--- src/rtl/kyber_pkg.sv ---
`default_nettype none
// +----------------------------------------------------------------------------+
// | kyber_pkg: shared modulus, arithmetic-unit op codes and butterfly FSM states |
// | rev 1.0                                                                     |
// +----------------------------------------------------------------------------+
package kyber_pkg;

   localparam logic [11:0] KYBER_Q   = 12'd3329;

   localparam logic [1:0]  MORB_MONT = 2'b10;
   localparam logic [1:0]  MORB_ADD  = 2'b01;
   localparam logic [1:0]  MORB_SUB  = 2'b00;

   typedef enum logic [2:0] {
      ST_IDLE = 3'd0,
      ST_MCLR = 3'd1,
      ST_MRUN = 3'd2,
      ST_ADD  = 3'd3,
      ST_SUB  = 3'd4,
      ST_OUT  = 3'd5
   } bfly_state_e;

endpackage
`default_nettype wire

--- src/rtl/kyber_bfly_ctrl.sv ---
`default_nettype none
// +----------------------------------------------------------------------------+
// | kyber_bfly_ctrl: steps one shared mod-q arithmetic unit through a CT NTT    |
// | butterfly (t=mont(zeta,b); a'=a+t; b'=a-t). rev 1.0                         |
// +----------------------------------------------------------------------------+
module kyber_bfly_ctrl
   import kyber_pkg::*;
#(
   parameter logic [11:0] KYBER_Q = kyber_pkg::KYBER_Q,
   parameter int          TIMEOUT = 8,
   parameter int          CNT_W   = 4,
   localparam int         DW      = $clog2(KYBER_Q)
) (
   input  logic          i_clk,
   input  logic          i_rst,
   input  logic          i_valid,
   output logic          o_ready,
   input  logic [DW-1:0] i_a,
   input  logic [DW-1:0] i_b,
   input  logic [DW-1:0] i_zeta,
   output logic          o_valid,
   input  logic          i_ready,
   output logic [DW-1:0] o_a,
   output logic [DW-1:0] o_b,
   output logic [DW-1:0] o_au_a,
   output logic [DW-1:0] o_au_b,
   output logic [1:0]    o_au_morb,
   output logic          o_au_rstn,
   input  logic [DW-1:0] i_au_c,
   input  logic          i_au_done,
   output logic          o_err,
   input  logic          i_err_clr
);

   bfly_state_e      state_q, state_d;
   logic [DW-1:0]    a_q, a_d;
   logic [DW-1:0]    res_a_q, res_a_d;
   logic [DW-1:0]    res_b_q, res_b_d;
   logic             valid_q, valid_d;
   logic [DW-1:0]    au_a_q, au_a_d;
   logic [DW-1:0]    au_b_q, au_b_d;
   logic [1:0]       morb_q, morb_d;
   logic             rstn_q, rstn_d;
   logic [CNT_W-1:0] cnt_q, cnt_d;
   logic             err_q, err_d;

   logic             w_settle;
   logic             w_capture;
   logic             w_expire;

   // The counter is zero exactly on the first cycle of each op, so it doubles
   // as the settle-cycle marker.
   assign w_settle  = (cnt_q == '0);
   assign w_capture = i_au_done && !w_settle;
   assign w_expire  = (cnt_q == CNT_W'(TIMEOUT - 1));

   always_comb begin
      state_d = state_q;
      a_d     = a_q;
      res_a_d = res_a_q;
      res_b_d = res_b_q;
      valid_d = valid_q;
      au_a_d  = au_a_q;
      au_b_d  = au_b_q;
      morb_d  = morb_q;
      rstn_d  = 1'b1;
      cnt_d   = cnt_q;
      err_d   = err_q;

      unique case (state_q)
         ST_IDLE: begin
            if (i_valid) begin
               a_d     = i_a;
               au_a_d  = i_zeta;
               au_b_d  = i_b;
               morb_d  = MORB_MONT;
               rstn_d  = 1'b0;
               state_d = ST_MCLR;
            end
         end
         ST_MCLR: begin
            cnt_d   = '0;
            state_d = ST_MRUN;
         end
         ST_MRUN, ST_ADD, ST_SUB: begin
            if (w_capture) begin
               cnt_d = '0;
               if (state_q == ST_MRUN) begin
                  // t is held in the operand register; it is only needed as b of both add and sub
                  au_a_d  = a_q;
                  au_b_d  = i_au_c;
                  morb_d  = MORB_ADD;
                  state_d = ST_ADD;
               end else if (state_q == ST_ADD) begin
                  res_a_d = i_au_c;
                  morb_d  = MORB_SUB;
                  state_d = ST_SUB;
               end else begin
                  res_b_d = i_au_c;
                  valid_d = 1'b1;
                  state_d = ST_OUT;
               end
            end else if (w_expire) begin
               err_d   = 1'b1;
               rstn_d  = 1'b0;
               cnt_d   = '0;
               state_d = ST_IDLE;
            end else begin
               cnt_d = cnt_q + CNT_W'(1);
            end
         end
         ST_OUT: begin
            if (i_ready) begin
               valid_d = 1'b0;
               state_d = ST_IDLE;
            end
         end
         default: begin
            state_d = ST_IDLE;
         end
      endcase

      if (i_err_clr) begin
         err_d = 1'b0;
      end
   end

   always_ff @(posedge i_clk or posedge i_rst) begin
      if (i_rst) begin
         state_q <= ST_IDLE;
         a_q     <= '0;
         res_a_q <= '0;
         res_b_q <= '0;
         valid_q <= 1'b0;
         au_a_q  <= '0;
         au_b_q  <= '0;
         morb_q  <= MORB_MONT;
         rstn_q  <= 1'b1;
         cnt_q   <= '0;
         err_q   <= 1'b0;
      end else begin
         state_q <= state_d;
         a_q     <= a_d;
         res_a_q <= res_a_d;
         res_b_q <= res_b_d;
         valid_q <= valid_d;
         au_a_q  <= au_a_d;
         au_b_q  <= au_b_d;
         morb_q  <= morb_d;
         rstn_q  <= rstn_d;
         cnt_q   <= cnt_d;
         err_q   <= err_d;
      end
   end

   assign o_ready   = (state_q == ST_IDLE);
   assign o_valid   = valid_q;
   assign o_a       = res_a_q;
   assign o_b       = res_b_q;
   assign o_au_a    = au_a_q;
   assign o_au_b    = au_b_q;
   assign o_au_morb = morb_q;
   assign o_au_rstn = rstn_q;
   assign o_err     = err_q;

endmodule
`default_nettype wire

--- config.mk ---
export PLATFORM = sky130hd
export DESIGN_NAME = kyber_bfly_ctrl
export DESIGN_NICKNAME = d
export VERILOG_FILES = /design/src/rtl/kyber_pkg.sv /design/src/rtl/kyber_bfly_ctrl.sv
export SDC_FILE = /design/constraint.sdc
export NUM_CORES = 1
export LEC_CHECK = 0
export ABC_AREA = 1
export BUFFER_PORTS_ARGS = -buffer_cell sky130_fd_sc_hd__buf_4
export CAP_MARGIN = 15
export CORE_ASPECT_RATIO = 1.25
export CORE_MARGIN = 5
export CORE_UTILIZATION = 30
export CTS_CLUSTER_SIZE = 14
export DETAILED_ROUTE_END_ITERATION = 10
export PLACE_DENSITY = 0.61
export SYNTH_ARGS = -nofsm -noshare
export SYNTH_HDL_FRONTEND = slang
export SYNTH_SLANG_ARGS = --single-unit
--- constraint.sdc ---
create_clock -name i_clk -period 2.35 [get_ports i_clk]
set_input_delay 0.1175 -clock i_clk [delete_from_list [all_inputs] [get_ports i_clk]]
set_output_delay 0.1175 -clock i_clk [all_outputs]
set_load 0.02 [all_outputs]
======== Yosys cells after proc, flatten, opt, wreduce, memory -nomap -nowiden ========
Index checks and enable logic that the tools add are counted.
cells by class
  add/sub/neg operators ................... 1
  equal/unequal tests ..................... 15
  muxes and demuxes ....................... 36
  bitwise operators ....................... 2
  reduce and logical (&&, ||, !) cells .... 18
operators with widths
  cell                 count
  $mux 12              6
  $pmux 12 s2          2
  $reduce_and 4->1     4
  $mux 3               5
  $ne 2x2->1 const B   7
  $mux 1               12
  $pmux 3 s4           1
  $reduce_bool 2->1    5
  $mux 2               4
  $mux 4               2
  $pmux 4 s2           1
  $eq 3x2->1 const B   2
  $eq 3x3->1 const B   2
  $ne 3x3->1 const B   2
  $reduce_and 3->1     2
  $reduce_and 5->1     1
  $add 4x1->4 const B  1
  $eq 4x3->1 const B   1
  $logic_not 4->1      1
  $pmux 1 s2           2
  $pmux 2 s2           1
  $eq 3x1->1 const B   1
  $logic_not 3->1      1
  $reduce_or 3->1      1
  other kinds (4)      5
storage, ports and cells
  register bits ........................... 72
  bits of input ports ..................... 54
  output and inout port bits .............. 54
  word-level logic and storage cells ...... 83

======== Logic depth before layout (Yosys ltp) ========
Gate-level depths: netlist of the first run.
  word-level depth ........................ 6
  depth in mapped cells ................... 10

======== Least setup slack after synthesis of the first run ========
OpenSTA, ideal clock, no wires.
  kind .................................... register -> register
  from .................................... register cnt_q[0]
  to ...................................... register au_a_q[0], in the netlist o_au_a[0]
  setup time .............................. 0.123 ns
  data arrival time ....................... 1.316 ns
  path slack .............................. 0.911 ns
  stages on the path, launching flop included .. 11
  path buffers ............................ 2
  period minus slack after synthesis ...... 1.439 ns
  cells stage by stage .................... dfrtp_1 inv_1 ha_1 nand2_1 nand2_2 nand2_2 nand3_2 buf_6 buf_6 nand2_1 o21ai_1
between the ends
  longest elaborated chain between the ends .. 5
RTL lines
  what                               RTL line                text
  from (decl)                        kyber_bfly_ctrl.sv:44   logic [CNT_W-1:0] cnt_q, cnt_d;
  from (signal assigned)             kyber_bfly_ctrl.sv:151  cnt_q <= cnt_d;
  $logic_not 4->1                    kyber_bfly_ctrl.sv:53   assign w_settle = (cnt_q == '0);
  $logic_not 1->1                    kyber_bfly_ctrl.sv:54   assign w_capture = i_au_done && !w_settle;
  $logic_and 1x1->1                  kyber_bfly_ctrl.sv:54
  $ne 2x2->1 (no source line)        -
  $reduce_and 4->1 (no source line)  -
  to (signal assigned)               kyber_bfly_ctrl.sv:147  au_a_q <= au_a_d;
  to (decl)                          kyber_bfly_ctrl.sv:40   logic [DW-1:0] au_a_q, au_a_d;
No other way between the ends.
A chain may end at the register's enable or synchronous reset.

======== Final worst setup path of the first run ========
  from .................................... register cnt_q[0]
  to ...................................... register res_a_q[3], in the netlist o_a[3]
between the ends
  longest elaborated chain between the ends .. 4
RTL lines
  what                               RTL line                text
  $logic_not 4->1                    kyber_bfly_ctrl.sv:53
  $logic_not 1->1                    kyber_bfly_ctrl.sv:54
  $logic_and 1x1->1                  kyber_bfly_ctrl.sv:54
  $reduce_and 4->1 (no source line)  -
  to (signal assigned)               kyber_bfly_ctrl.sv:144  res_a_q <= res_a_d;
  to (decl)                          kyber_bfly_ctrl.sv:37   logic [DW-1:0] res_a_q, res_a_d;
No other way between the ends.

==> flow_metrics.py, run 1 <==
metrics = {
    "worst_setup_path": {
        "ff2ff_setup_slack_ns": 0.63,
        "crit_start": "cnt_q[0]",
        "worst_r2r_path_depth": 7,
        "rr_endpoint": "o_a[3]",
        "worstSetupStartpointType": "register",
        "critPathCaptureType": "register",
        "critPathArrivalTime_ns": 1.94,
        "r2r-start": "cnt_q[0]",
        "cp-endpoint": "o_a[3]",
        "critPathRequiredTime_ns": 2.57,
        "worst-setup-path-type": "reg2reg",
        "cp_max_fo": 24,
    },
    "synth": {
        "synth_top_area_frac": 0.558,
        "ys_types": 24,
        "synth_top_area_cell": "dfrtp_1",
        "yosysSeqAreaShare": 0.574,
        "async_flop_share": 1.00,
        "syn_area_per_cell_sq_um": 8.65,
        "yosysWarningCount": 0,
        "netlist_top_cells_area": "dfrtp_1 56%, nand2_1 12%, o21ai_0 7.2%",
        "ys_ff_latch": 72,
        "synth-main-ff-cell": "dfrtp_1",
        "synth_cells": 363,
        "synth_fp_nets": 419,
        "netlist_area_sq_um": 3140,
        "synth_edf_count": 0,
    },
    "finish": {
        "post-route-util": 0.428,
        "fillCellCount": 1042,
        "diodes": 0,
        "synthToLayoutAreaGrowth_pct": 38.4,
        "final_common_cell": "buf_4",
        "final_cell_mix": "112 x buf_4, 101 x nand2_1, 70 x dfrtp_1",
        "fin_nets": 528,
        "layout-drive-gt1-share": 0.305,
    },
    "timing": {
        "slew_viol_final": 0,
        "fin_skew_ns": 0.00859,
        "hold_viol": 0,
        "worstMarginPinSlew_ns": 0.444,
        "rsz0062_at_grt": "false",
        "finalCritPeriodShare": 0.732,
        "tns_ns": 0,
        "fin_crit_ns": 1.72,
        "final-setup-viol-count": 0,
        "max_freq_mhz": 581,
        "slew_headroom": 0.703,
    },
    "grt": {
        "grt_pass1_wl_microns": 13200,
        "grt_max_degree": 73,
        "antenna_found_initial": 0,
        "grt_pass1_vias": 2731,
        "grt_overflow": 0,
        "grt_util_all_layers": 0.130,
    },
    "placed_design": {
        "port_buffers": 107,
        "place_hpwl_microns": 5980,
        "place_congestion": 0.905,
    },
    "clock_network": {
        "root_buffer": "clkbuf_16",
        "cts_tree": "yes",
        "cts_setup_buffers": 0,
        "clk_latency_ns": 0.32,
        "clock_sinks": 72,
        "cts_inserted_buffers": 9,
        "clk_path_buf_depth": 2,
        "cts_max_level": 3,
        "clk_pin_slew_ns": 0.06,
    },
    "route": {
        "drtIter0Drc": 89,
        "viasPerCell": 4.40,
        "via_count": 2663,
        "ant_nets": 0,
        "drt-total-wl_microns": 8040,
        "dr.pass1.iters": 4,
        "wl_per_cell_microns": 13.3,
        "drc_errors": 0,
    },
    "pwr": {
        "vdd_drop_max_mv": 0.497,
        "p_per_area_nw_per_um2": 1440,
        "p_leak_nw": 2.25,
        "power_w": 0.00624,
    },
    "floorplan": {
        "core_area_sq_um": 10200,
        "dieArea_sq_um": 12600,
        "fp.dieW_microns": 102,
        "die_h_microns": 124,
        "start_util": 0.309,
        "ios": 108,
        "std_cell_rows": 41,
    },
    "run_status": {
        "status": "complete, no violations",
    },
    "min_path": {
        "hp-start": "i_a[6]",
        "min_path_type": "in2reg",
    },
    "run": {
        "drv_cap": 0,
    },
}
-- where the power goes --
part	internal [W]	switching (W)	total [W]
combinational	0.00111	0.00182	0.00293
clock	0.000735	0.000475	0.00121
sequential	0.00180	0.000302	0.00211
total	0.00365	0.00259	0.00624
-- area by class of cell --
type / instances / area, sq um / share of cell area
clock buffers: 12 / 246 / 0.0567
clock inverters: 3 / 18.8 / 0.00432
inverters: 39 / 146 / 0.0337
multi-input cells: 235 / 1090 / 0.251
flip-flops and latches: 72 / 1800 / 0.415
well taps: 129 / 161 / 0.0371
repair buffers: 115 / 881 / 0.203
-- worst min path at each step --
stage                 to  depth (start not counted)
2_1_floorplan      o_err                          1
5_1_grt           a_q[8]                          3
4_1_cts           a_q[8]                          3
3_5_place_dp   o_au_a[5]                          3
6_report          a_q[6]                          3
3_3_place_gp   o_au_a[5]                          3
-- logic make-up after synthesis --
logic type / Yosys count / share of synthesized area
adders and majority gates: 2 / 0.00796
xor gates and xnor gates: 2 / 0.00558
buffers and inverters: 56 / 0.0785
and+or+nand+nor: 138 / 0.178
AOI/OAI and AO/OA: 93 / 0.156
DFF: 72 / 0.574
-- worst max-delay path: stages, from the launching register on --
cell and delay, ns:
dfrtp_1 0.40, inv_1 0.06, ha_1 0.19, nand2_1 0.08
nand2_2 0.11, inv_2 0.12, nand3_2 0.34, o21ai_0 0.30
-- metrics by stage --
step | cells | worst slack (ns) | instance area [sq um] | hold slack (ns)
2_1_floorplan | 363 | 0.411 | 3140 | 0.184
3_3_place_gp | 588 | 0.780 | 4060 | 0.238
3_5_place_dp | 588 | 0.635 | 4060 | 0.241
4_1_cts | 605 | 0.608 | 4350 | 0.0321
5_1_grt | 605 | 0.442 | 4350 | 0.0410
6_report | 605 | 0.629 | 4350 | 0.0406
-- registers in the layout, summed over array words and instances (netlist names) --
signal / count
o_au_a: 12
o_au_rstn: 1
o_au_morb: 2
o_b: 12
o_valid: 1
o_au_b: 12
a_q: 12
o_a: 12
state_q: 3
o_err: 1
cnt_q: 4
-- Yosys cell counts (2+ instances only) --
cell      instances
nand2_2           4
inv_2             3
dfrtp_1          70
inv_1            36
buf_2            10
o21ai_1          28
clkbuf_1          3
nand2_1         101
ha_1              2
a31oi_1           2
buf_6             3
nor2_1           22
nand3_2           2
o21ai_2           5
a21oi_1          12
nand3_1           7
o21ai_0          45
dfstp_2           2
-- repair_timing --
item                                   4_1_cts  5_1_grt
hold buffers                                 2        0
gates resized for setup                      0        0
endpoints found under the hold margin       71        0
-- per-layer routing --
layer  up-vias  global-route usage  wire length, microns
met5         -                   0                     0
met4         0              0.0423                    95
met3        10              0.0387                   607
met2        79               0.208                  3840
met1      1199               0.166                  3500
li1       1375                   -                     -
Note: power is estimated with default switching activity, not from simulation.
==> inputs of run 2 (changes only) <==
==> constraint.sdc (replaced) <==
create_clock -name i_clk -period 1.8 [get_ports i_clk]
set_input_delay 0.09 -clock i_clk [delete_from_list [all_inputs] [get_ports i_clk]]
set_output_delay 0.09 -clock i_clk [all_outputs]
set_load 0.02 [all_outputs]
==> run 2 against run 1 <==
  * Clock-buffer cell count shrank 1
  * Combinational power grew 32%
  * Via count increased by 1.6%
  * Critical path depth unchanged
  * Die area unchanged
  * Final area is 3.3% higher
  * Final cell count rose by 0.50%
  * Clock skew is 0.0012 ns lower
  * First-iteration DRC count increased by 66%
  * Sequential power grew 31%
  * Core utilization grew 1.4 points
  * Routed wire length rose by 2.2%
  * Highest routed layer unchanged
==> flow_metrics.py, run 2 (synthesized netlist as in run 1, its figures left out) <==
metrics = {
    "worst_setup_path": {
        "critPathArrivalTime_ns": 1.77,
        "worst_r2r_path_depth": 7,
        "max_stage_delay_ns": 0.45,
        "crit_chain": "inv_2 > nand2_1 > nand2_2 > buf_4 > nand2_1 > o21ai_0 > o21ai_2",
        "critPathRequiredTime_ns": 2.00,
        "crit_top_cell": "nand2_1",
        "cp_max_fo": 26,
        "critPathCaptureType": "register",
        "r2r-start": "state_q[2]",
        "worst-setup-path-type": "reg2reg",
        "ff2ff_setup_slack_ns": 0.23,
        "rr_endpoint": "o_au_a[11]",
        "worstSetupStartpointType": "register",
        "slowest_stage": "dfrtp_1",
    },
    "pwr": {
        "vdd_drop_max_mv": 0.713,
        "p_leak_nw": 2.31,
        "p_per_area_nw_per_um2": 1960,
        "power_w": 0.00882,
    },
    "placed_design": {
        "place_inst": 590,
        "placed_cell_area_sq_um": 4100,
        "place_hpwl_microns": 6040,
        "port_buffers": 107,
        "place_congestion": 0.781,
    },
    "min_path": {
        "hp-start": "i_a[11]",
        "min_path_type": "in2reg",
        "hold_end": "a_q[11]",
        "hold_depth": 3,
    },
    "route": {
        "via_count": 2705,
        "dr.pass1.iters": 4,
        "ant_nets": 0,
        "viasPerCell": 4.45,
        "drtIter0Drc": 148,
        "drc_errors": 0,
        "drt-total-wl_microns": 8220,
        "wl_per_cell_microns": 13.5,
    },
    "floorplan": {
        "std_cell_rows": 41,
        "ios": 108,
        "start_util": 0.309,
        "die_h_microns": 124,
        "fp.dieW_microns": 102,
        "dieArea_sq_um": 12600,
        "core_area_sq_um": 10200,
    },
    "finish": {
        "fin_cells": 608,
        "fin_nets": 530,
        "postLayoutCellArea_sq_um": 4490,
        "synthToLayoutAreaGrowth_pct": 42.9,
        "final_common_cell": "buf_4",
        "fillCellCount": 1016,
        "seqCellArea_sq_um": 1800,
        "multi_input_area_sq_um": 1100,
        "layout-drive-gt1-share": 0.311,
        "diodes": 0,
        "final_cell_mix": "113 x buf_4, 101 x nand2_1, 70 x dfrtp_1",
    },
    "timing": {
        "fin_skew_ns": 0.00736,
        "max_freq_mhz": 637,
        "slew_headroom": 0.740,
        "fin_crit_ns": 1.57,
        "finalCritPeriodShare": 0.873,
        "slew_viol_final": 0,
        "tns_ns": 0,
        "hold_viol": 0,
        "worstMarginPinSlew_ns": 0.389,
        "final-setup-viol-count": 0,
        "rsz0062_at_grt": "false",
    },
    "grt": {
        "grt_util_all_layers": 0.136,
        "grt_pass1_vias": 2862,
        "grt_pass1_wl_microns": 13800,
        "antenna_found_initial": 0,
        "grt_overflow": 0,
        "grt_max_degree": 73,
    },
    "clock_network": {
        "cts_setup_buffers": 0,
        "cts_max_level": 3,
        "clk_pin_slew_ns": 0.06,
        "clk_latency_ns": 0.32,
        "root_buffer": "clkbuf_16",
        "cts_tree": "yes",
        "clk_path_buf_depth": 2,
        "clock_sinks": 72,
        "cts_inserted_buffers": 9,
    },
    "run_status": {
        "status": "complete, no violations",
    },
    "run": {
        "drv_cap": 0,
    },
}
==> run 2: cell types whose count changed in the layout (fill, tap and decap cells not counted), sizes merged <==
cell	previous run	this run
bufinv	0	4
clkinv	3	0
buf	113	115
clkinvlp	0	2
clkbuf	12	11
inv	39	38
==> run 2: worst max path at each step <==
stage | endpoint | depth (start not counted) | slack (ns) | startpoint
3_5_place_dp | a_q[10] | 6 | 0.11 | state_q[2]
6_report | o_au_a[11] | 7 | 0.23 | state_q[2]
3_3_place_gp | a_q[10] | 6 | 0.15 | state_q[2]
2_1_floorplan | o_au_a[0] | 10 | 0.36 | cnt_q[0]
4_1_cts | a_q[10] | 6 | 0.09 | state_q[2]
5_1_grt | o_au_b[5] | 8 | 0.03 | state_q[2]
==> run 2: power by group <==
group	total (W)	switching, W	internal (W)
sequential	0.00276	0.000407	0.00235
clock	0.00219	0.000653	0.00153
combinational	0.00387	0.00236	0.00151
==> run 2: layout make-up <==
cell class | instances | share of cell area
Inverter | 39 | 0.0334
Tap cell | 129 | 0.0359
Timing Repair Buffer | 117 | 0.202
Clock buffer | 11 | 0.0541
Clock inverter | 5 | 0.0284
Multi-Input combinational cell | 235 | 0.244
Sequential cell | 72 | 0.402
==> run 2: per-stage QoR <==
stage          setup slack (ns)   util  hold WS, ns
5_1_grt                  0.0261  0.442       0.0180
3_5_place_dp              0.111  0.403        0.231
3_3_place_gp              0.152  0.403        0.229
6_report                  0.229  0.442       0.0162
2_1_floorplan             0.361      -        0.156
4_1_cts                  0.0949  0.442      0.00623
==> run 2: timing repair <==
| item | in CTS | in global routing |
|---|---|---|
| hold buffers | 2 | 0 |
| endpoints found under the setup margin | 0 | 6 |
| hold endpoints to repair | 71 | 0 |
| gates resized for setup | 0 | 1 |
==> run 2: worst max-delay path, delay by kind of cell (launching register included) <==
family | cells | cell delay, ns
flip-flops | 1 | 0.45
buffers and inverters | 2 | 0.42
AND/OR/NAND/NOR | 3 | 0.37
AO/OA/AOI/OAI | 2 | 0.19
==> run 2: metal layers <==
| metal | routed length, microns | vias up | global-route usage | part of all wire |
|---|---|---|---|---|
| met2 | 4100 | 73 | 0.225 | 0.50 |
| li1 | - | 1380 | - | - |
| met3 | 455 | 2 | 0.0370 | 0.055 |
| met1 | 3630 | 1250 | 0.171 | 0.44 |
| met4 | 32 | 0 | 0.0376 | 0.0039 |
| met5 | 0 | - | 0 | 0 |
==> inputs of run 3 (changes only) <==
--- a/config.mk
+++ b/config.mk
@@ -14,6 +14,7 @@
 export CTS_CLUSTER_SIZE = 14
 export DETAILED_ROUTE_END_ITERATION = 10
 export PLACE_DENSITY = 0.61
+export SETUP_SLACK_MARGIN = 0.3
 export SYNTH_ARGS = -nofsm -noshare
 export SYNTH_HDL_FRONTEND = slang
 export SYNTH_SLANG_ARGS = --single-unit
==> run 3 against run 2 <==
  * Sequential power is 3% higher
  * Hold slack got worse by 0.0030 ns
  * Critical path depth is the same
  * Fmax up 5.2%
  * Critical path type unchanged
==> flow_metrics.py, run 3 (synthesized netlist as in run 1, its figures left out) <==
metrics = {
    "finish": {
        "fin_nets": 546,
        "diodes": 0,
        "layout-drive-gt1-share": 0.408,
        "final_cell_mix": "121 x buf_4, 83 x nand2_1, 67 x dfrtp_1",
        "fin_cells": 624,
        "final_common_cell": "buf_4",
        "fillCellCount": 995,
        "multi_input_area_sq_um": 1280,
        "seqCellArea_sq_um": 1810,
        "synthToLayoutAreaGrowth_pct": 55.4,
    },
    "worst_setup_path": {
        "critPathArrivalTime_ns": 1.69,
        "cp_max_fo": 9,
        "r2r-start": "cnt_q[3]",
        "worstSetupStartpointType": "register",
        "critPathCaptureType": "register",
        "critPathRequiredTime_ns": 1.99,
        "ff2ff_setup_slack_ns": 0.31,
        "worst_r2r_path_depth": 7,
        "worst-setup-path-type": "reg2reg",
        "rr_endpoint": "o_au_b[11]",
    },
    "floorplan": {
        "start_util": 0.309,
        "die_h_microns": 124,
        "fp.dieW_microns": 102,
        "std_cell_rows": 41,
        "ios": 108,
        "dieArea_sq_um": 12600,
        "core_area_sq_um": 10200,
    },
    "pwr": {
        "p_leak_nw": 2.48,
        "p_per_area_nw_per_um2": 2040,
        "internal_power_w": 0.00604,
        "p_comb_frac": 0.495,
        "vdd_drop_max_mv": 0.728,
        "p_clk_frac": 0.221,
        "seq_power_share": 0.284,
        "p_sw_frac": 0.394,
        "p_sw_w": 0.00393,
    },
    "min_path": {
        "hold_depth": 3,
        "hold_end": "a_q[11]",
        "hp-start": "i_a[11]",
        "min_path_type": "in2reg",
    },
    "clock_network": {
        "cts_max_level": 3,
        "cts_inserted_buffers": 9,
        "cts_tree": "yes",
        "clk_latency_ns": 0.32,
        "clk_pin_slew_ns": 0.06,
        "clk_path_buf_depth": 2,
        "clock_sinks": 72,
        "root_buffer": "clkbuf_16",
    },
    "route": {
        "ant_nets": 0,
        "drtIter0Drc": 153,
        "via_count": 2849,
        "dr.pass1.iters": 4,
        "viasPerCell": 4.57,
        "drc_errors": 0,
        "wl_per_cell_microns": 14.4,
        "drt-total-wl_microns": 8970,
    },
    "timing": {
        "final-setup-viol-count": 0,
        "fin_crit_ns": 1.49,
        "slew_headroom": 0.741,
        "hold_viol": 0,
        "tns_ns": 0,
        "slew_viol_final": 0,
        "worstMarginPinSlew_ns": 0.389,
        "rsz0062_at_grt": "true",
        "fin_skew_ns": 0.00640,
        "max_freq_mhz": 670,
        "finalCritPeriodShare": 0.830,
    },
    "run_status": {
        "status": "complete, no violations",
    },
    "grt": {
        "grt_pass1_wl_microns": 14200,
        "grt_pass1_vias": 2897,
        "grt_overflow": 0,
        "grt_util_all_layers": 0.140,
        "grt_max_degree": 73,
        "antenna_found_initial": 0,
    },
    "placed_design": {
        "place_inst": 590,
        "place_congestion": 0.781,
        "port_buffers": 107,
        "place_hpwl_microns": 6040,
    },
    "run": {
        "drv_cap": 0,
    },
}
==> run 3: changes by cell type in the layout (fill, tap and decap cells not counted), moves of 7 or more <==
cell     before  now
nand2_1     101   83
nand2_4       1   11
o21ai_1      28   19
o21ai_2       5   14
buf_4       113  121
nand2_2       3   10
==> run 3: cell type report <==
class / instances / share of cell area
Tap cell: 129 / 0.0331
Clock inverter: 5 / 0.0261
Sequential cell: 72 / 0.370
Timing Repair Buffer: 133 / 0.228
Multi-Input combinational cell: 235 / 0.261
Inverter: 39 / 0.0308
Clock buffer: 11 / 0.0497
==> run 3: worst max-delay path: stages (launching register included) <==
cell	delay, ns
dfrtp_1	0.43
nor2_1	0.22
nand2_4	0.09
nand2_8	0.10
nand2_4	0.07
nand3_4	0.17
clkbuf_16	0.20
o21ai_1	0.08
==> run 3: how the worst max path moves through the flow <==
stage,startpoint,depth (start not counted),slack [ns],to
2_1_floorplan,cnt_q[0],10,0.36,o_au_a[0]
5_1_grt,cnt_q[0],8,0.21,o_au_b[11]
4_1_cts,cnt_q[0],9,0.31,o_au_b[9]
6_report,cnt_q[3],7,0.31,o_au_b[11]
3_5_place_dp,state_q[2],6,0.11,a_q[10]
3_3_place_gp,state_q[2],6,0.15,a_q[10]
==> run 3: power by group through the flow <==
| stage | combinational (W) | sequential (W) | clock (W) |
|---|---|---|---|
| 3_5_place_dp | 0.00394 | 0.00278 | 0 |
| 6_report | 0.00494 | 0.00283 | 0.00220 |
| 5_1_grt | 0.00544 | 0.00291 | 0.00233 |
| 3_3_place_gp | 0.00385 | 0.00277 | 0 |
| 4_1_cts | 0.00427 | 0.00276 | 0.00224 |
| 2_1_floorplan | 0.00189 | 0.00334 | 0 |
==> run 3: per-layer routing <==
| layer | up-vias | track usage | share of wire |
|---|---|---|---|
| li1 | 1415 | - | - |
| met1 | 1340 | 0.178 | 0.43 |
| met2 | 86 | 0.234 | 0.51 |
| met3 | 8 | 0.0364 | 0.060 |
| met4 | 0 | 0.0376 | 0.0072 |
| met5 | - | 0 | 0 |
==> run 3: what timing repair did <==
item                       CTS  global route
setup buffers                5             8
hold endpoints to repair    71             0
pin swaps                    1             6
resized for setup           10            52
gates cloned                 1             2
hold buffers                 2             0
setup endpoints to repair   51            64
==> run 3: per-stage QoR <==
step / total power [W] / hold slack (ns) / setup slack [ns] / cell area [sq um] / utilization
finish: 0.00997 / 0.0131 / 0.307 / 4880 / 0.481
floorplan: 0.00524 / 0.156 / 0.361 / 3150 / -
CTS: 0.00927 / 0.00623 / 0.306 / 4590 / 0.452
global route: 0.0107 / 0.0113 / 0.211 / 4880 / 0.481
global placement: 0.00662 / 0.229 / 0.152 / 4100 / 0.403
detailed placement: 0.00672 / 0.231 / 0.111 / 4100 / 0.403
